**src/rtl/elevator_ctrl_pkg.sv**
```systemverilog
// Shared definitions for the elevator controller: one-hot state encoding,
// travel direction and state width, used by the RTL and the bench alike.
package elevator_ctrl_pkg;

  localparam int STATE_W = 5;

  typedef enum logic [STATE_W-1:0] {
    S_IDLE = 5'b00001,
    S_UP   = 5'b00010,
    S_DOWN = 5'b00100,
    S_DOOR = 5'b01000,
    S_STOP = 5'b10000
  } state_t;

  typedef enum logic {
    DIR_DOWN = 1'b0,
    DIR_UP   = 1'b1
  } dir_t;

endpackage

```
**src/rtl/elevator_ctrl_if.sv**
```systemverilog
// Request/status bundle between the car controller and its environment.
interface elevator_ctrl_if #(
  parameter int FLOORS = 8
);
  import elevator_ctrl_pkg::*;

  localparam int FW = $clog2(FLOORS);

  logic              halt;
  logic [FLOORS-1:0] call_req;
  logic [FW-1:0]     floor;
  logic              top_lim;
  logic              bott_lim;
  logic              door_open;
  logic              moving_up;
  logic              moving_down;
  logic [FLOORS-1:0] pending;
  state_t            estado;
  state_t            prox_estado;

  modport master (
    output halt, call_req,
    input  floor, top_lim, bott_lim, door_open, moving_up, moving_down,
           pending, estado, prox_estado
  );

  modport slave (
    input  halt, call_req,
    output floor, top_lim, bott_lim, door_open, moving_up, moving_down,
           pending, estado, prox_estado
  );

endinterface

```
**src/rtl/elevator_timer.sv**
```systemverilog
// Shared cycle counter for floor travel and door dwell; tc flags the last
// cycle of the interval selected by 'last'.
module elevator_timer #(
  parameter int W = 2
) (
  input  logic         CLK,
  input  logic         reset,
  input  logic         clear,
  input  logic         enable,
  input  logic [W-1:0] last,
  output logic         tc
);

  logic [W-1:0] count;

  assign tc = (count == last);

  always_ff @(posedge CLK or negedge reset) begin
    if (!reset) begin
      count <= '0;
    end else if (clear) begin
      count <= '0;
    end else if (enable) begin
      count <= tc ? '0 : count + W'(1);
    end
  end

endmodule

```
**src/rtl/elevator_ctrl.sv**
```systemverilog
// Single-car elevator controller: latches floor calls, serves them in SCAN
// order, holds the door for a fixed dwell and obeys an emergency halt.
module elevator_ctrl
  import elevator_ctrl_pkg::*;
#(
  parameter int FLOORS        = 8,
  parameter int TRAVEL_CYCLES = 3,
  parameter int DOOR_CYCLES   = 4
) (
  input  logic           CLK,
  input  logic           reset,
  elevator_ctrl_if.slave bus
);

  localparam int FW   = $clog2(FLOORS);
  localparam int TMAX = (TRAVEL_CYCLES > DOOR_CYCLES) ? TRAVEL_CYCLES : DOOR_CYCLES;
  localparam int TW   = (TMAX > 1) ? $clog2(TMAX) : 1;

  localparam logic [FW-1:0] TOP       = FW'(FLOORS - 1);
  localparam logic [TW-1:0] TRAV_LAST = TW'(TRAVEL_CYCLES - 1);
  localparam logic [TW-1:0] DOOR_LAST = TW'(DOOR_CYCLES - 1);

  state_t            state, nxt;
  dir_t              dir_q;
  logic [FW-1:0]     floor_q, nf;
  logic [FLOORS-1:0] pend_q, pend_nxt, door_bit;
  logic [TW-1:0]     tmr_last;
  logic              tc, tmr_clear, tmr_en, door_call, moving;
  logic              door_q, up_q, dn_q, top_q, bott_q;

  // Stationary decision at floor f: serve here, else head for outstanding
  // calls, preferring the last travel direction when both sides have work.
  function automatic state_t choose(input logic [FLOORS-1:0] p,
                                    input logic [FW-1:0]     f,
                                    input dir_t              d);
    logic up_any, dn_any;
    up_any = 1'b0;
    dn_any = 1'b0;
    for (int i = 0; i < FLOORS; i++) begin
      if (p[i] && (i > int'(f))) up_any = 1'b1;
      if (p[i] && (i < int'(f))) dn_any = 1'b1;
    end
    if (p[f])                                    choose = S_DOOR;
    else if (up_any && (!dn_any || d == DIR_UP)) choose = S_UP;
    else if (dn_any)                             choose = S_DOWN;
    else                                         choose = S_IDLE;
  endfunction

  elevator_timer #(.W(TW)) u_timer (
    .CLK    (CLK),
    .reset  (reset),
    .clear  (tmr_clear),
    .enable (tmr_en),
    .last   (tmr_last),
    .tc     (tc)
  );

  always_comb begin
    moving    = (state == S_UP) || (state == S_DOWN);
    door_call = (state == S_DOOR) && bus.call_req[floor_q];
    tmr_en    = moving || (state == S_DOOR);
    tmr_last  = (state == S_DOOR) ? DOOR_LAST : TRAV_LAST;
    nf        = floor_q;
    nxt       = state;
    case (state)
      S_IDLE: nxt = choose(pend_q, floor_q, dir_q);
      S_UP: begin
        if (floor_q == TOP) begin
          nxt = S_IDLE;
        end else if (tc) begin
          nf  = floor_q + FW'(1);
          nxt = choose(pend_q, nf, dir_q);
        end
      end
      S_DOWN: begin
        if (floor_q == '0) begin
          nxt = S_IDLE;
        end else if (tc) begin
          nf  = floor_q - FW'(1);
          nxt = choose(pend_q, nf, dir_q);
        end
      end
      S_DOOR: begin
        // A call for this floor keeps the door open instead of queueing.
        if (door_call)  nxt = S_DOOR;
        else if (tc)    nxt = choose(pend_q, floor_q, dir_q);
      end
      default: nxt = S_IDLE;
    endcase
    if (bus.halt) begin
      nxt = S_STOP;
      nf  = floor_q;
    end
    tmr_clear = bus.halt || (nxt != state) || (moving && tc) || door_call;
    door_bit  = (nxt == S_DOOR) ? (FLOORS'(1) << nf) : '0;
    pend_nxt  = (pend_q | bus.call_req) & ~door_bit;
  end

  always_ff @(posedge CLK or negedge reset) begin
    if (!reset) begin
      state   <= S_IDLE;
      dir_q   <= DIR_UP;
      floor_q <= '0;
      pend_q  <= '0;
      door_q  <= 1'b0;
      up_q    <= 1'b0;
      dn_q    <= 1'b0;
      top_q   <= 1'b0;
      bott_q  <= 1'b1;
    end else begin
      state   <= nxt;
      floor_q <= nf;
      pend_q  <= pend_nxt;
      if (nxt == S_UP)        dir_q <= DIR_UP;
      else if (nxt == S_DOWN) dir_q <= DIR_DOWN;
      door_q  <= (nxt == S_DOOR);
      up_q    <= (nxt == S_UP);
      dn_q    <= (nxt == S_DOWN);
      top_q   <= (nf == TOP);
      bott_q  <= (nf == '0);
    end
  end

  assign bus.estado      = state;
  assign bus.prox_estado = nxt;
  assign bus.floor       = floor_q;
  assign bus.pending     = pend_q;
  assign bus.door_open   = door_q;
  assign bus.moving_up   = up_q;
  assign bus.moving_down = dn_q;
  assign bus.top_lim     = top_q;
  assign bus.bott_lim    = bott_q;

endmodule

```
**src/flat_wrapper.sv**
```systemverilog
// flat-port wrapper written by rule: the top's interface ports become plain ports
module elevator_ctrl_flat import elevator_ctrl_pkg::*;
#(
  parameter int FLOORS        = 8,
  parameter int TRAVEL_CYCLES = 3,
  parameter int DOOR_CYCLES   = 4
)
  (CLK, reset, bus_halt, bus_call_req, bus_floor, bus_top_lim, bus_bott_lim, bus_door_open, bus_moving_up, bus_moving_down, bus_pending, bus_estado, bus_prox_estado);
  elevator_ctrl_if #(.FLOORS(FLOORS)) bus_i ();
  input  logic CLK;
  input  logic reset;
  input wire logic [$bits(bus_i.halt)-1:0] bus_halt;
  input wire logic [$bits(bus_i.call_req)-1:0] bus_call_req;
  output wire logic [$bits(bus_i.floor)-1:0] bus_floor;
  output wire logic [$bits(bus_i.top_lim)-1:0] bus_top_lim;
  output wire logic [$bits(bus_i.bott_lim)-1:0] bus_bott_lim;
  output wire logic [$bits(bus_i.door_open)-1:0] bus_door_open;
  output wire logic [$bits(bus_i.moving_up)-1:0] bus_moving_up;
  output wire logic [$bits(bus_i.moving_down)-1:0] bus_moving_down;
  output wire logic [$bits(bus_i.pending)-1:0] bus_pending;
  output wire logic [$bits(bus_i.estado)-1:0] bus_estado;
  output wire logic [$bits(bus_i.prox_estado)-1:0] bus_prox_estado;
  assign bus_i.halt = bus_halt;
  assign bus_i.call_req = bus_call_req;
  assign bus_floor = bus_i.floor;
  assign bus_top_lim = bus_i.top_lim;
  assign bus_bott_lim = bus_i.bott_lim;
  assign bus_door_open = bus_i.door_open;
  assign bus_moving_up = bus_i.moving_up;
  assign bus_moving_down = bus_i.moving_down;
  assign bus_pending = bus_i.pending;
  assign bus_estado = bus_i.estado;
  assign bus_prox_estado = bus_i.prox_estado;
  elevator_ctrl #(.FLOORS(FLOORS), .TRAVEL_CYCLES(TRAVEL_CYCLES), .DOOR_CYCLES(DOOR_CYCLES)) u_core (.CLK(CLK), .reset(reset), .bus(bus_i));
endmodule
```
**config.mk**
```make
export PLATFORM = sky130hd
export DESIGN_NAME = elevator_ctrl_flat
export DESIGN_NICKNAME = d
export VERILOG_FILES = /design/src/rtl/elevator_ctrl_pkg.sv /design/src/rtl/elevator_ctrl_if.sv /design/src/rtl/elevator_timer.sv /design/src/rtl/elevator_ctrl.sv /design/src/flat_wrapper.sv
export SDC_FILE = /design/constraint.sdc
export NUM_CORES = 1
export LEC_CHECK = 0
export CAP_MARGIN = 20
export CORE_UTILIZATION = 54
export DETAILED_ROUTE_END_ITERATION = 7
export PLACE_DENSITY_LB_ADDON = 0.05
export SLEW_MARGIN = 10
export SYNTH_ARGS = -nofsm -noshare
export SYNTH_HDL_FRONTEND = slang
export SYNTH_SLANG_ARGS = --single-unit
export TNS_END_PERCENT = 100
```
**constraint.sdc**
```tcl
create_clock -name CLK -period 4.2 [get_ports CLK]
set_input_delay 0.63 -clock CLK [delete_from_list [all_inputs] [get_ports CLK]]
set_output_delay 0.63 -clock CLK [all_outputs]
set_load 0.05 [all_outputs]
```
Yosys cells after proc, flatten, opt, wreduce, memory -nomap -nowiden
Cells that the tools add are included.

storage, ports and cells
  word-level logic and storage cells = 241
  bits in registers = 24

cells by class
  shift operators = 1
  eq/ne operators = 11
  reductions and logical operators = 65
  add/sub/neg operators = 3
  muxes and demuxes = 103
  magnitude comparators = 45
  bitwise operators = 3

operators by type and width
  cell                                                         number
  two-way mux 5 bit                                            15
  two-way mux 1 bit                                            69
  logical AND 1 bit                                            48
  > comparator 3 bit (first input constant)                    12
  less-than comparator 3 bit (first input constant)            9
  two-way mux 3 bit                                            9
  one-hot mux 5 bit (4 select lines)                           1
  > comparator 2 x 3 -> 1 bit (first input constant)           6
  less-than comparator 1 x 3 -> 1 bit (first input constant)   6
  less-than comparator 2 x 3 -> 1 bit (first input constant)   6
  binary-select mux 1 bit (select 3 bit)                       4
  less-than comparator 3 x 4 -> 1 bit (second input constant)  3
  == test 5 x 2 -> 1 bit (second input constant)               2
  == test 5 x 3 -> 1 bit (second input constant)               2
  == test 5 x 4 -> 1 bit (second input constant)               2
  > comparator 1 x 3 -> 1 bit (first input constant)           3
  logical OR 1 bit                                             9
  bitwise AND 8 bit                                            1
  two-way mux 8 bit                                            1
  inverter 8 bit                                               1
  bitwise OR 8 bit                                             1
  left shift 1 x 3 -> 8 bit (first input constant)             1
  == test 3 bit (second input constant)                        2
  logical NOT 3 bit                                            2
  other kinds (10)                                             16

Logic depth before layout (Yosys ltp)
Gate-level depths: netlist of run 1.

  depth after elaboration = 27
  gate-level depth with buffers = 13

By module
Synthesis of run 1 repeated with hierarchy kept, for this count alone.

unflattened totals
  cell total of the unflattened synthesis = 260
  area, all modules = 2237.1 um2

modules (own cells, without submodules)
  module          area an instance (um2)  cells each  instances  seq. area each (um2)
  elevator_ctrl   2110.8                  246         1          554.3
  elevator_timer  126.4                   14          1          50.0

Least setup slack after synthesis of run 1
No wires, ideal clock.

  path kind = reg-to-output
  start = reg u_core.floor_q[0], in the netlist u_core.bus.floor[0]
  end = out bus_prox_estado[0]
  arrival = 3974 ps
  required time = 3570 ps
  path buffers = 3
  stages on the path, launching flop included = 13
  path slack = -404 ps
  path through = dfrtp_1 buf_2 clkbuf_1 inv_1 ha_1 clkbuf_1 nand2b_1 a221o_1 a221oi_1 nand3b_1 o311ai_0 a2111oi_0 nor2_1

on the way
  longest elaborated chain between the ends = 22
  elaborated cells on any way between the ends = 191
  classes of those cells = 2 x add/sub; 42 x order compare; 1 x eq/ne; 90 x mux; 56 x reduce/logical

ends and longest elaborated chain
  what                                                               RTL line                                  source
  start: declaration                                                 elevator_ctrl.sv:25                       logic [FW-1:0] floor_q, nf;
  start signal: assignment                                           elevator_ctrl.sv:112                      floor_q <= nf;
  subtractor 3 x 1 -> 3 bit or adder 3 x 1 -> 3 bit (tied branches)  elevator_ctrl.sv:79, elevator_ctrl.sv:71
  less-than comparator 1 x 3 -> 1 bit                                elevator_ctrl.sv:41                       if (p[i] && (i < int'(f))) dn_any = 1'b1;
  logical AND 1 bit                                                  elevator_ctrl.sv:41
  two-way mux 1 bit (7 in series)                                    elevator_ctrl.sv:41
  two-way mux 1 bit (on tied branches)                               elevator_ctrl.sv:78, elevator_ctrl.sv:70
  two-way mux 1 bit (on tied branches)                               elevator_ctrl.sv:76, elevator_ctrl.sv:68
  two-way mux 1 bit                                                  elevator_ctrl.sv:65                       case (state)
  logical NOT 1 bit                                                  elevator_ctrl.sv:44                       else if (up_any && (!dn_any || d == DIR_UP)) choose = S_UP;
  logical OR 1 bit                                                   elevator_ctrl.sv:44
  logical AND 1 bit                                                  elevator_ctrl.sv:44
  two-way mux 5 bit                                                  elevator_ctrl.sv:44
  two-way mux 5 bit                                                  elevator_ctrl.sv:43                       if (p[f]) choose = S_DOOR;
  two-way mux 5 bit (on tied branches)                               elevator_ctrl.sv:78, elevator_ctrl.sv:70
  two-way mux 5 bit (on tied branches)                               elevator_ctrl.sv:76, elevator_ctrl.sv:68
  one-hot mux 5 bit (4 select lines) (*)                             elevator_ctrl.sv:65
  two-way mux 5 bit (*)                                              elevator_ctrl.sv:90                       if (bus.halt) begin
  end: declaration                                                   flat_wrapper.sv:22                        output wire logic [$bits(bus_i.prox_estado)-1:0] bus_prox_estado;

Every way passes the cells marked *; elsewhere a longest branch is shown, timed or not. The select of a mux whose other input is x is not followed.

Worst setup path in the final report of run 1
  start = reg u_core.state[2], in the netlist u_core.bus.estado[2]
  end = out bus_prox_estado[0]

on the way
  longest elaborated chain between the ends = 7
  elaborated cells on any way between the ends = 15
  classes of those cells = 5 x eq/ne; 9 x mux; 1 x reduce/logical

ends and longest elaborated chain
  what                                    RTL line                                                       source
  start: declaration                      elevator_ctrl.sv:23                                            state_t state, nxt;
  start signal: assignment                elevator_ctrl.sv:111                                           state <= nxt;
  == test 5 x 4 -> 1 bit                  elevator_ctrl.sv:60, elevator_ctrl.sv:62, elevator_ctrl.sv:65
  two-way mux 1 bit                       elevator_ctrl.sv:62                                            tmr_last = (state == S_DOOR) ? DOOR_LAST : TRAV_LAST;
  == test 2 bit                           elevator_timer.sv:16                                           assign tc = (count == last);
  two-way mux 5 bit (on tied branches)    elevator_ctrl.sv:86, elevator_ctrl.sv:70, elevator_ctrl.sv:78
  two-way mux 5 bit (on tied branches)    elevator_ctrl.sv:85, elevator_ctrl.sv:68, elevator_ctrl.sv:76
  one-hot mux 5 bit (4 select lines) (*)  elevator_ctrl.sv:65
  two-way mux 5 bit (*)                   elevator_ctrl.sv:90

Every way passes the cells marked *; elsewhere a longest branch is shown, timed or not.

==> metrics.md, run 1 <==
| Metric | Value |
|---|---|
| Clock Path Buffers | `2` |
| Gr usage total | `approximately a third` |
| Slowest CP cell | `a2111oi_1` |
| Ys async rst share | `100%` |
| GRT Residual Overflow | `0` |
| Post-CTS Setup Bufs | `0` |
| CTS Root Cell | `clkbuf_8` |
| Largest area contributor in the netlist | `dfrtp_1` |
| Starting Density | `58.6%` |
| Clk_skew | `3.34 ps` |
| Via count | `roughly 2300` |
| Post-Syn Area | `about 2200 sq um` |
| Fin nets | `314` |
| Peak VDD IR | `0.223 mV` |
| Crit path cell chain | `or4b_4 > o31ai_1 > a21oi_1 > nand3b_1 > o311ai_0 > a2111oi_1 > nor2_2 > buf_12` |
| Largest net degree at the start of global routing | `25` |
| Warnings, synthesis | `0` |
| Clock Pin Slew Worst Setup and Hold Paths | `80 ps` |
| Max-Slew Margin vs Limit | `50.1%` |
| Height of the die | `between 60 and 70 microns` |
| Max Fanout on Critical Path | `12` |
| Crit start category | `register` |
| Pwr/cell area | `201 nW/um^2` |
| # setup viols final | `0` |
| Kind of critical path | `register to output port` |
| Top cell type's share of synthesized area | `about a quarter` |
| Port bufs | `36` |
| Vias in the first global route | `2016` |
| Top_reg_cell synth | `dfrtp_1` |
| Num ports | `37` |
| Rows | `22` |
| Highest cell delay on the worst timing path | `~670 ps` |
| Commonest non-fill, non-tap cell in the layout | `clkdlybuf4s50_1` |
| CP bufs+invs | `1` |
| Fraction of layout cells with a size suffix above 1 | `approximately 13%` |
| Largest delay contributor family on the critical path | `compound AO/OA/AOI/OAI gates` |
| DRT antenna net count | `0` |
| Initial DRT Pass Iterations | `5` |
| Clk sinks | `24` |
| H-tree depth | `1` |
| Hold Crit Class | `register to register` |
| Syn Nets | `287` |
| Total routed wirelength | `approximately 6500 microns` |
| Crit end category | `output port` |
| Seq/Total Area, Yosys | `27.2%` |
| CTS tree | `done` |
| Placed cell count | `338` |
| Synth area leaders | `dfrtp_1, a21oi_1, ha_1` |
| F_max | `250 MHz` |
| Slew Limit Fails | `0` |
| Initial antenna violation count | `0` |
| Cts bufs inserted | `3` |
| Worst Path Required | `roughly 3600 ps` |
| Util after Layout | `71.5%` |
| GP Congestion | `roughly 0.89` |
| Wire length per cell | `between 15 and 20 microns` |
| Non-Filler Instances | `343` |
| Final worst-path cycle share | `95.1%` |
| Die X | `66.2 microns` |
| Die area | `4380 sq um` |
| DR iter-0 viols | `approximately 290` |
| Global-route wire length before repair | `10400 microns` |
| Post-DP HPWL | `roughly 4800 microns` |
| Core Area | `3800 sq um` |
| Final min period | `around 4000 ps` |
| Antenna diodes | `0` |
| Post-Syn Area per Cell | `approximately 8.3 sq um` |
| Outcome | `finished, final reports clean` |
| Fin. Hold Viols | `0` |
| Distinct cell type count after synthesis | `63` |
| Syn Inst Count | `269` |
| Drt via density | `6.70` |
| Most frequent cells in the layout | `clkdlybuf4s50_1, a21oi_1, nor2_1, dfrtp_1, o21ai_0` |
| Maxcap violations | `0` |
| Post-synth EDFFs | `0` |
| Worst-Skew Late Latency | `270 ps` |
| Layout area overhead | `22.1%` |
| Drt drc | `0` |
| LEAKAGE | `approximately 0.0011 uW` |
| Worst slew pin tran | `741 ps` |
| WP data arrival | `approximately 3400 ps` |
| Synth Register Bits | `24` |
[layout make-up]
| type | instances | area, sq um |
|---|---|---|
| multi-input combinational | 210 | 1480 |
| fill | 318 | 1080 |
| sequential | 24 | 606 |
| timing repair buffer | 44 | 455 |
| tap | 48 | 60.1 |
| inverter | 13 | 48.8 |
| clock buffer | 3 | 41.3 |
| clock inverter | 1 | 30.0 |
[repair_timing]
item,in CTS,in global routing
setup endpoints to repair,0,1
hold buffers,0,0
gates resized for setup,0,1
[per-layer routing]
layer	share of wire [%]	routed length (microns)	global-route usage (%)
met1	47	3040	48.8
met2	43	2810	46.0
met4	1.4	92	9.84
met5	0	0	0
met3	8.2	533	2.59
[state kept, by name (all words and copies together), names as in the netlist]
signal                  cells
u_core.u_timer.count        2
u_core.bus.moving_up        1
u_core.dir_q                1
u_core.bus.pending          8
u_core.bus.bott_lim         1
u_core.bus.moving_down      1
u_core.bus.floor            3
u_core.bus.top_lim          1
u_core.bus.estado           5
u_core.bus.door_open        1
[power breakdown]
part	internal, uW	leakage (uW)	switching, uW	total [uW]
logic	37.7	0.000814	56.1	93.8
clock network	127	0.0000357	72.2	200
registers	239	0.000260	14.3	253
total	404	0.00111	143	547
[path summary, 6_finish.rpt]
check | from | end | slack, ps | depth (start not counted)
worst max-delay path | u_core.bus.estado[2]$_DFF_PN0_ | bus_prox_estado[0] | 210 | 8
worst min-delay path | u_core.dir_q$_DFFE_PN1P_ | u_core.dir_q$_DFFE_PN1P_ | 570 | 2
worst max register to register | u_core.bus.estado[2]$_DFF_PN0_ | u_core.u_timer.count[0]$_DFFE_PN0P_ | 750 | 8
worst min register to register | u_core.dir_q$_DFFE_PN1P_ | u_core.dir_q$_DFFE_PN1P_ | 570 | 2
max in group asynchronous | reset | u_core.dir_q$_DFFE_PN1P_ | 3090 | 2
min in group asynchronous | reset | u_core.bus.pending[2]$_DFF_PN0_ | 610 | 1
[cells in the mapped netlist (all sizes together) (3+ instances only)]
cell     count
clkbuf      17
o2111ai      3
ha           7
dfrtp       21
buf          5
a211o        4
or2          4
mux2         3
o221ai       3
o22a         4
nor4b        4
or4b         3
a21o         3
nand3        3
nor4         4
nor2        23
nand2b       8
nor2b        7
a21oi       30
and3         3
dfstp        3
xnor2        4
inv         13
nand2       13
nor3         3
mux2i        8
xor2         3
o32ai        3
a31oi        4
o21ai       16
[stage by stage]
stage,hold WS [ps],setup TNS [ps],setup slack [ps],cell area (sq um),total power (uW)
detailed placement,548,0,378,2630,348
CTS,561,0,129,2700,545
global placement,548,0,387,2630,347
finish,568,0,208,2720,547
floorplan,334,0,144,2230,308
global route,593,-6.83,-6.83,2720,565
[kinds of logic after synthesis]
family | synth area share [%]
fa+ha+maj | 3.93
xor+xnor | 2.75
simple gates | 21.5
compound gates | 30.7
buf+inv | 6.80
flops | 27.2
mux | 7.14
[worst reg2reg max path, cell delays in order, from the launching register on]
cell and delay [ps]:
dfrtp_1 530, or4b_4 620, o31ai_1 450, a21oi_1 210, nand3b_1 170, o311ai_0 120
a2111oi_1 670, o32ai_1 240, nor4_1 330
Power figures use the tool's default switching activity.
==> run 2, diff against run 1 <==
CAP_MARGIN = 15   (was 20)
CORE_UTILIZATION = 29   (was 54)
==> run 2 against run 1 <==
- global-route usage down 12 points
- combinational power increased by 5.7%
- sequential share of layout area is 0.96 points lower
- setup slack worse by 66 ps
- clock-buffer cell count increased by 1
- core utilization decreased by 33 points
- sequential cell count unchanged
- non-clock buffer count up 10
- via count decreased by 0.48%
- critical path type unchanged
- critical endpoint is now bus_prox_estado[1]
==> metrics.md, run 2 (synthesized netlist as in run 1, its figures left out) <==
| Metric | Value |
|---|---|
| Post-DP HPWL | `5570 microns (was 4770 microns)` |
| Height of the die | `89.6 microns (was 66.2 microns)` |
| Crit end category | `output port (unchanged)` |
| Starting Density | `30.4% (was 58.6%)` |
| Hold_buf cts | `0 (unchanged)` |
| Drt drc | `0 (unchanged)` |
| Post-route cell area | `2840 sq um (was 2720 sq um)` |
| Largest register FFs | `8 (unchanged)` |
| Fraction of layout cells with a size suffix above 1 | `15.4% (was 12.5%)` |
| Max-Slew Margin vs Limit | `50.4% (was 50.1%)` |
| DR iter-0 viols | `258 (was 294)` |
| Placed cell count | `399 (was 338)` |
| Clk sinks | `24 (unchanged)` |
| CTS tree | `done (unchanged)` |
| Clock Path Buffers | `2 (unchanged)` |
| Total routed wirelength | `7460 microns (was 6470 microns)` |
| Outcome | `finished, final reports clean (unchanged)` |
| Clock Pin Slew Worst Setup and Hold Paths | `90 ps (was 80 ps)` |
| Non-Filler Instances | `404 (was 343)` |
| Kind of critical path | `register to output port (unchanged)` |
| LEAKAGE | `0.00115 uW (was 0.00111 uW)` |
| H-tree depth | `1 (unchanged)` |
| Fin nets | `324 (was 314)` |
| Cts bufs inserted | `3 (unchanged)` |
| Die area | `8030 sq um (was 4380 sq um)` |
| Slew Limit Fails | `0 (unchanged)` |
| Commonest non-fill, non-tap cell in the layout | `clkdlybuf4s50_1 (unchanged)` |
| Largest net degree at the start of global routing | `25 (unchanged)` |
| F_max | `246 MHz (was 250 MHz)` |
| Worst Path Required | `3570 ps (about the same)` |
| Worst-Skew Late Latency | `270 ps (about the same)` |
| Worst slew pin tran | `742 ps (was 741 ps)` |
| Fin. Hold Viols | `0 (unchanged)` |
| Clk_skew | `3.69 ps (was 3.34 ps)` |
| Total Power | `510 uW (was 547 uW)` |
| Final min period | `4060 ps (was 3990 ps)` |
| Drt via density | `5.66 (was 6.70)` |
| Num ports | `37 (unchanged)` |
| Wire length per cell | `18.5 microns (was 18.9 microns)` |
| GP Congestion | `0.844 (was 0.892)` |
| Hold Crit Class | `register to register (unchanged)` |
| Util after Layout | `38.7% (was 71.5%)` |
| DRT antenna net count | `0 (unchanged)` |
| Maxcap violations | `0 (unchanged)` |
| Most frequent cells in the layout | `clkdlybuf4s50_1, a21oi_1, nor2_1, dfrtp_1, buf_4 (was clkdlybuf4s50_1, a21oi_1, nor2_1, dfrtp_1, o21ai_0)` |
| Antenna diodes | `0 (unchanged)` |
| WHS | `595 ps (was 568 ps)` |
| Die X | `89.6 microns (was 66.2 microns)` |
| Max Fanout on Critical Path | `11 (was 12)` |
| Vias in the first global route | `2196 (was 2016)` |
| Gr usage total | `19.1% (was 31.6%)` |
| GRT Residual Overflow | `0 (unchanged)` |
| Pwr/cell area | `180 nW/um^2 (was 201 nW/um^2)` |
| Layout area overhead | `27.6% (was 22.1%)` |
| Initial DRT Pass Iterations | `5 (unchanged)` |
| Port bufs | `36 (unchanged)` |
| # setup viols final | `0 (unchanged)` |
| Crit start category | `register (unchanged)` |
| Placed Area | `2770 sq um (was 2630 sq um)` |
| CTS Root Cell | `clkbuf_8 (unchanged)` |
| Rows | `31 (was 22)` |
| Final worst-path cycle share | `96.6% (was 95.1%)` |
| Peak VDD IR | `0.162 mV (was 0.223 mV)` |
| Initial antenna violation count | `0 (unchanged)` |
| Via count | `2286 (was 2297)` |
| Global-route wire length before repair | `11700 microns (was 10400 microns)` |
| Core Area | `7330 sq um (was 3800 sq um)` |
| WP data arrival | `3430 ps (was 3360 ps)` |
## run 2: cell count changes in the layout (fill, tap and decap cells not counted), sizes merged
cell    before  now
clkbuf       3    4
buf         12   22
bufinv       1    0
## run 2: area by class of cell
class	instances	area, sq um
Fill cell	749	4490
Clock buffer	4	55.1
Tap cell	99	124
Multi-Input combinational cell	210	1480
Timing Repair Buffer	54	531
Sequential cell	24	606
Inverter	13	48.8
## run 2: per-stage QoR
step | setup slack [ps] | TNS, ps
2_1_floorplan | 144 | 0
3_3_place_gp | 127 | 0
3_5_place_dp | 154 | 0
4_1_cts | 120 | 0
5_1_grt | -3.55 | -3.55
6_report | 141 | 0
## run 2: worst max-delay path, cell delays in order (launching register included)
cell	delay [ps]
dfrtp_2	450
inv_1	80
ha_1	450
inv_1	260
mux4_2	580
or4b_2	640
o22ai_1	310
nand2b_2	230
buf_12	150
## run 2: final timing paths
path                                                from                             endpoint  slack (ps)  cells past startpoint
hold / removal                  u_core.dir_q$_DFFE_PN1P_             u_core.dir_q$_DFFE_PN1P_         600                      2
max in group asynchronous                          reset        u_core.bus.bott_lim$_DFF_PN1_        3050                      2
setup reg to reg           u_core.bus.floor[0]$_DFF_PN0_  u_core.u_timer.count[0]$_DFFE_PN0P_         830                      9
setup / recovery           u_core.bus.floor[0]$_DFF_PN0_                   bus_prox_estado[1]         140                      8
min in group asynchronous                          reset      u_core.bus.pending[0]$_DFF_PN0_         620                      1
hold reg to reg                 u_core.dir_q$_DFFE_PN1P_             u_core.dir_q$_DFFE_PN1P_         600                      2
## run 2: timing repair
action,CTS,global route
setup endpoints to repair,0,1
setup buffers,0,0
resized for setup,0,1
## run 2: metal layers
| layer | GRT usage, % | part of all wire [%] | vias to the layer above |
|---|---|---|---|
| met4 | 5.92 | 1.4 | 0 |
| li1 | - | - | 1079 |
| met5 | 0 | 0 | - |
| met1 | 29.3 | 49 | 1086 |
| met2 | 28.4 | 44 | 110 |
| met3 | 1.55 | 5.4 | 11 |
## run 2: power breakdown
group | internal [uW] | switching [uW]
sequential | 239 | 12.6
clock | 83.8 | 75.9
combinational | 38.8 | 60.3
==> run 3, diff against run 2 <==
--- a/config.mk
+++ b/config.mk
@@ -8,4 +8,5 @@
 export CAP_MARGIN = 15
 export CORE_UTILIZATION = 29
+export CTS_CLUSTER_SIZE = 12
 export DETAILED_ROUTE_END_ITERATION = 7
 export PLACE_DENSITY_LB_ADDON = 0.05
==> constraint.sdc (replaced) <==
create_clock -name CLK -period 4.2 [get_ports CLK]
set_input_delay 1.26 -clock CLK [delete_from_list [all_inputs] [get_ports CLK]]
set_output_delay 1.26 -clock CLK [all_outputs]
set_load 0.05 [all_outputs]
==> run 3 against run 2 <==
- via count grew 4.5%
- global-route usage grew 1.6 points
- wire length grew 6.8%
- sequential cell count is the same
- largest power group unchanged
- non-clock buffer count grew 40
- clock-buffer cell count is the same
- core utilization grew 7.0 points
==> metrics.md, run 3 (synthesized netlist as in run 1, its figures left out) <==
| Metric | Value |
|---|---|
| Outcome | `finished, final reports clean (unchanged)` |
| Maxcap violations | `0 (unchanged)` |
| Final worst-path cycle share | `98.8% (was 96.6%)` |
| Max Fanout on Critical Path | `4 (was 11)` |
| DRT antenna net count | `0 (unchanged)` |
| Pre-CTS setup slack | `-442 ps (was 154 ps)` |
| Min-delay src | `u_core.dir_q$_DFFE_PN1P_ (unchanged)` |
| DR iter-0 viols | `191 (was 258)` |
| Drt drc | `0 (unchanged)` |
| Worst Path Required | `2940 ps (was 3570 ps)` |
| Largest delay contributor family on the critical path | `multiplexers (was simple AND/OR/NAND/NOR gates)` |
| Wire length per cell | `17.9 microns (was 18.5 microns)` |
| Largest net degree at the start of global routing | `25 (unchanged)` |
| Min-Delay Path Depth | `2 (unchanged)` |
| F_max | `241 MHz (was 246 MHz)` |
| LEAKAGE | `0.00138 uW (was 0.00115 uW)` |
| Util after Layout | `45.7% (was 38.7%)` |
| Reg-to-Reg Start | `u_core.bus.floor[0]$_DFF_PN0_ (unchanged)` |
| Grt met3 use | `1.55% (unchanged)` |
| WP data arrival | `2890 ps (was 3430 ps)` |
| CTS tree | `done (unchanged)` |
| Switching pwr | `155 uW (was 149 uW)` |
| Slowest CP cell | `or4b_4 (was or4b_2)` |
| Drt via density | `5.38 (was 5.66)` |
| GP Congestion | `0.877 (was 0.844)` |
| Max-Slew Margin vs Limit | `56.3% (was 50.4%)` |
| Final min period | `4150 ps (was 4060 ps)` |
| Most frequent cells in the layout | `buf_4, a21oi_1, clkdlybuf4s50_1, nor2_1, dfrtp_1 (was clkdlybuf4s50_1, a21oi_1, nor2_1, dfrtp_1, buf_4)` |
| Pwr/cell area | `157 nW/um^2 (was 180 nW/um^2)` |
| Worst r2r path cells | `11 (was 9)` |
| Vias in the first global route | `2313 (was 2196)` |
| Endpoint, Worst Hold | `u_core.dir_q$_DFFE_PN1P_ (unchanged)` |
| Crit end category | `output port (unchanged)` |
| H-tree depth | `1 (unchanged)` |
| Height of the die | `89.6 microns (unchanged)` |
| Via count | `2389 (was 2286)` |
| Total routed wirelength | `7970 microns (was 7460 microns)` |
| Starting Density | `30.4% (unchanged)` |
| GRT Max-Usage Layer | `met1 (unchanged)` |
| Kind of critical path | `register to output port (unchanged)` |
| Placed Area | `3050 sq um (was 2770 sq um)` |
| Cts bufs inserted | `3 (unchanged)` |
| Antenna diodes | `0 (unchanged)` |
| Commonest non-fill, non-tap cell in the layout | `buf_4 (was clkdlybuf4s50_1)` |
| Highest cell delay on the worst timing path | `590 ps (was 640 ps)` |
| Fin nets | `364 (was 324)` |
| CTS Root Cell | `clkbuf_8 (unchanged)` |
| Clk sinks | `24 (unchanged)` |
| Gr usage total | `20.8% (was 19.1%)` |
| Crit path cell chain | `buf_4 > buf_6 > mux2_4 > mux4_2 > or4b_4 > o22ai_4 > nand2b_4 > buf_12 (was inv_1 > ha_1 > inv_1 > mux4_2 > or4b_2 > o22ai_1 > nand2b_2 > buf_12)` |
| Register area | `609 sq um (was 606 sq um)` |
| Area of the multi-input gates | `1700 sq um (was 1480 sq um)` |
| Clock power share | `29.6% (was 31.3%)` |
| Port bufs | `36 (unchanged)` |
| Fillers | `712 (was 749)` |
| Peak VDD IR | `0.173 mV (was 0.162 mV)` |
| GRT Residual Overflow | `0 (unchanged)` |
| Global-route wire length before repair | `12600 microns (was 11700 microns)` |
| Post-DP HPWL | `6040 microns (was 5570 microns)` |
| WHS | `562 ps (was 595 ps)` |
| # setup viols final | `0 (unchanged)` |
| Sequential power share | `47.2% (was 49.3%)` |
| Clock Pin Slew Worst Setup and Hold Paths | `90 ps (about the same)` |
| R2r setup slk | `910 ps (was 830 ps)` |
| Rows | `31 (unchanged)` |
| Die X | `89.6 microns (unchanged)` |
| Post-route cell area | `3350 sq um (was 2840 sq um)` |
| Internal Power | `372 uW (was 362 uW)` |
| Initial DRT Pass Iterations | `4 (was 5)` |
| Initial antenna violation count | `0 (unchanged)` |
| RSZ-0062 raised after global routing | `true` |
| Met1 Usage GRT | `33.5% (was 29.3%)` |
| Combinational share of power | `23.2% (was 19.4%)` |
| Clock Path Buffers | `2 (unchanged)` |
| Hold_buf cts | `0 (unchanged)` |
| Slew Limit Fails | `0 (unchanged)` |
| Layout area overhead | `50.5% (was 27.6%)` |
| Die area | `8030 sq um (unchanged)` |
| CP bufs+invs | `3 (unchanged)` |
| Clk_skew | `4.33 ps (was 3.69 ps)` |
| Hold Crit Class | `register to register (unchanged)` |
| Fraction of layout cells with a size suffix above 1 | `36.8% (was 15.4%)` |
| Crit start category | `register (unchanged)` |
| Grt met2 use | `28.9% (was 28.4%)` |
| Worst slew pin tran | `656 ps (was 742 ps)` |
| Sw frac | `29.4% (was 29.1%)` |
| Final Worst Setup Slack | `48.6 ps (was 141 ps)` |
| RR Endpoint | `u_core.u_timer.count[1]$_DFFE_PN0P_ (was u_core.u_timer.count[0]$_DFFE_PN0P_)` |
| Worst-Skew Late Latency | `260 ps (was 270 ps)` |
| Num ports | `37 (unchanged)` |
| Stages on worst setup path | `8 (unchanged)` |
| Largest register FFs | `8 (unchanged)` |
| Fin. Hold Viols | `0 (unchanged)` |
| Core Area | `7330 sq um (unchanged)` |
[run 3: cell type report]
cell class | count | share of cell area (%)
inverters | 13 | 1.68
clock buffers | 4 | 1.64
repair buffers | 94 | 24.2
flip-flops and latches | 24 | 18.2
well taps | 99 | 3.70
multi-input cells | 210 | 50.6
[run 3: per-stage QoR]
step / power (uW) / cells / setup TNS [ps]
2_1_floorplan: 310 / 269 / -17.4
6_report: 527 / 444 / 0
5_1_grt: 554 / 444 / -38.3
4_1_cts: 531 / 443 / -107
3_3_place_gp: 364 / 431 / -1290
3_5_place_dp: 363 / 431 / -1290
[run 3: worst max path at each step]
stage                                              from                 end  slack [ps]
after global routing      u_core.bus.floor[0]$_DFF_PN0_  bus_prox_estado[1]         -20
after CTS                               bus_call_req[2]  bus_prox_estado[0]         -70
after detailed placement                bus_call_req[0]  bus_prox_estado[0]        -440
final                     u_core.bus.floor[0]$_DFF_PN0_  bus_prox_estado[1]          50
after floorplan           u_core.bus.floor[0]$_DFF_PN0_  bus_prox_estado[0]         -20
after global placement                  bus_call_req[2]  bus_prox_estado[0]        -430
[run 3: power by group through the flow]
| stage | sequential, uW | clock (uW) | combinational (uW) |
|---|---|---|---|
| 6_report | 249 | 156 | 122 |
| 5_1_grt | 250 | 172 | 131 |
| 4_1_cts | 248 | 163 | 119 |
| 3_5_place_dp | 252 | 0 | 111 |
| 3_3_place_gp | 252 | 0 | 112 |
| 2_1_floorplan | 260 | 0 | 49.4 |
[run 3: timing repair]
| item | CTS | global route |
|---|---|---|
| endpoints found under the setup margin | 4 | 4 |
| pin swaps | 16 | 16 |
| setup buffers | 8 | 2 |
| resized for setup | 49 | 23 |
| hold endpoints to repair | 0 | 0 |
[run 3: metal layers]
layer  up-vias  wire length [microns]
met5         -                      0
met4         0                    104
met3         8                    257
met2        52                   3470
met1      1168                   4140
li1       1161                      -
[run 3: tightest hold or removal path, stage by stage, from the launching register on]
cell and delay, ps:
dfstp_2 410, inv_1 80, o21bai_1 70
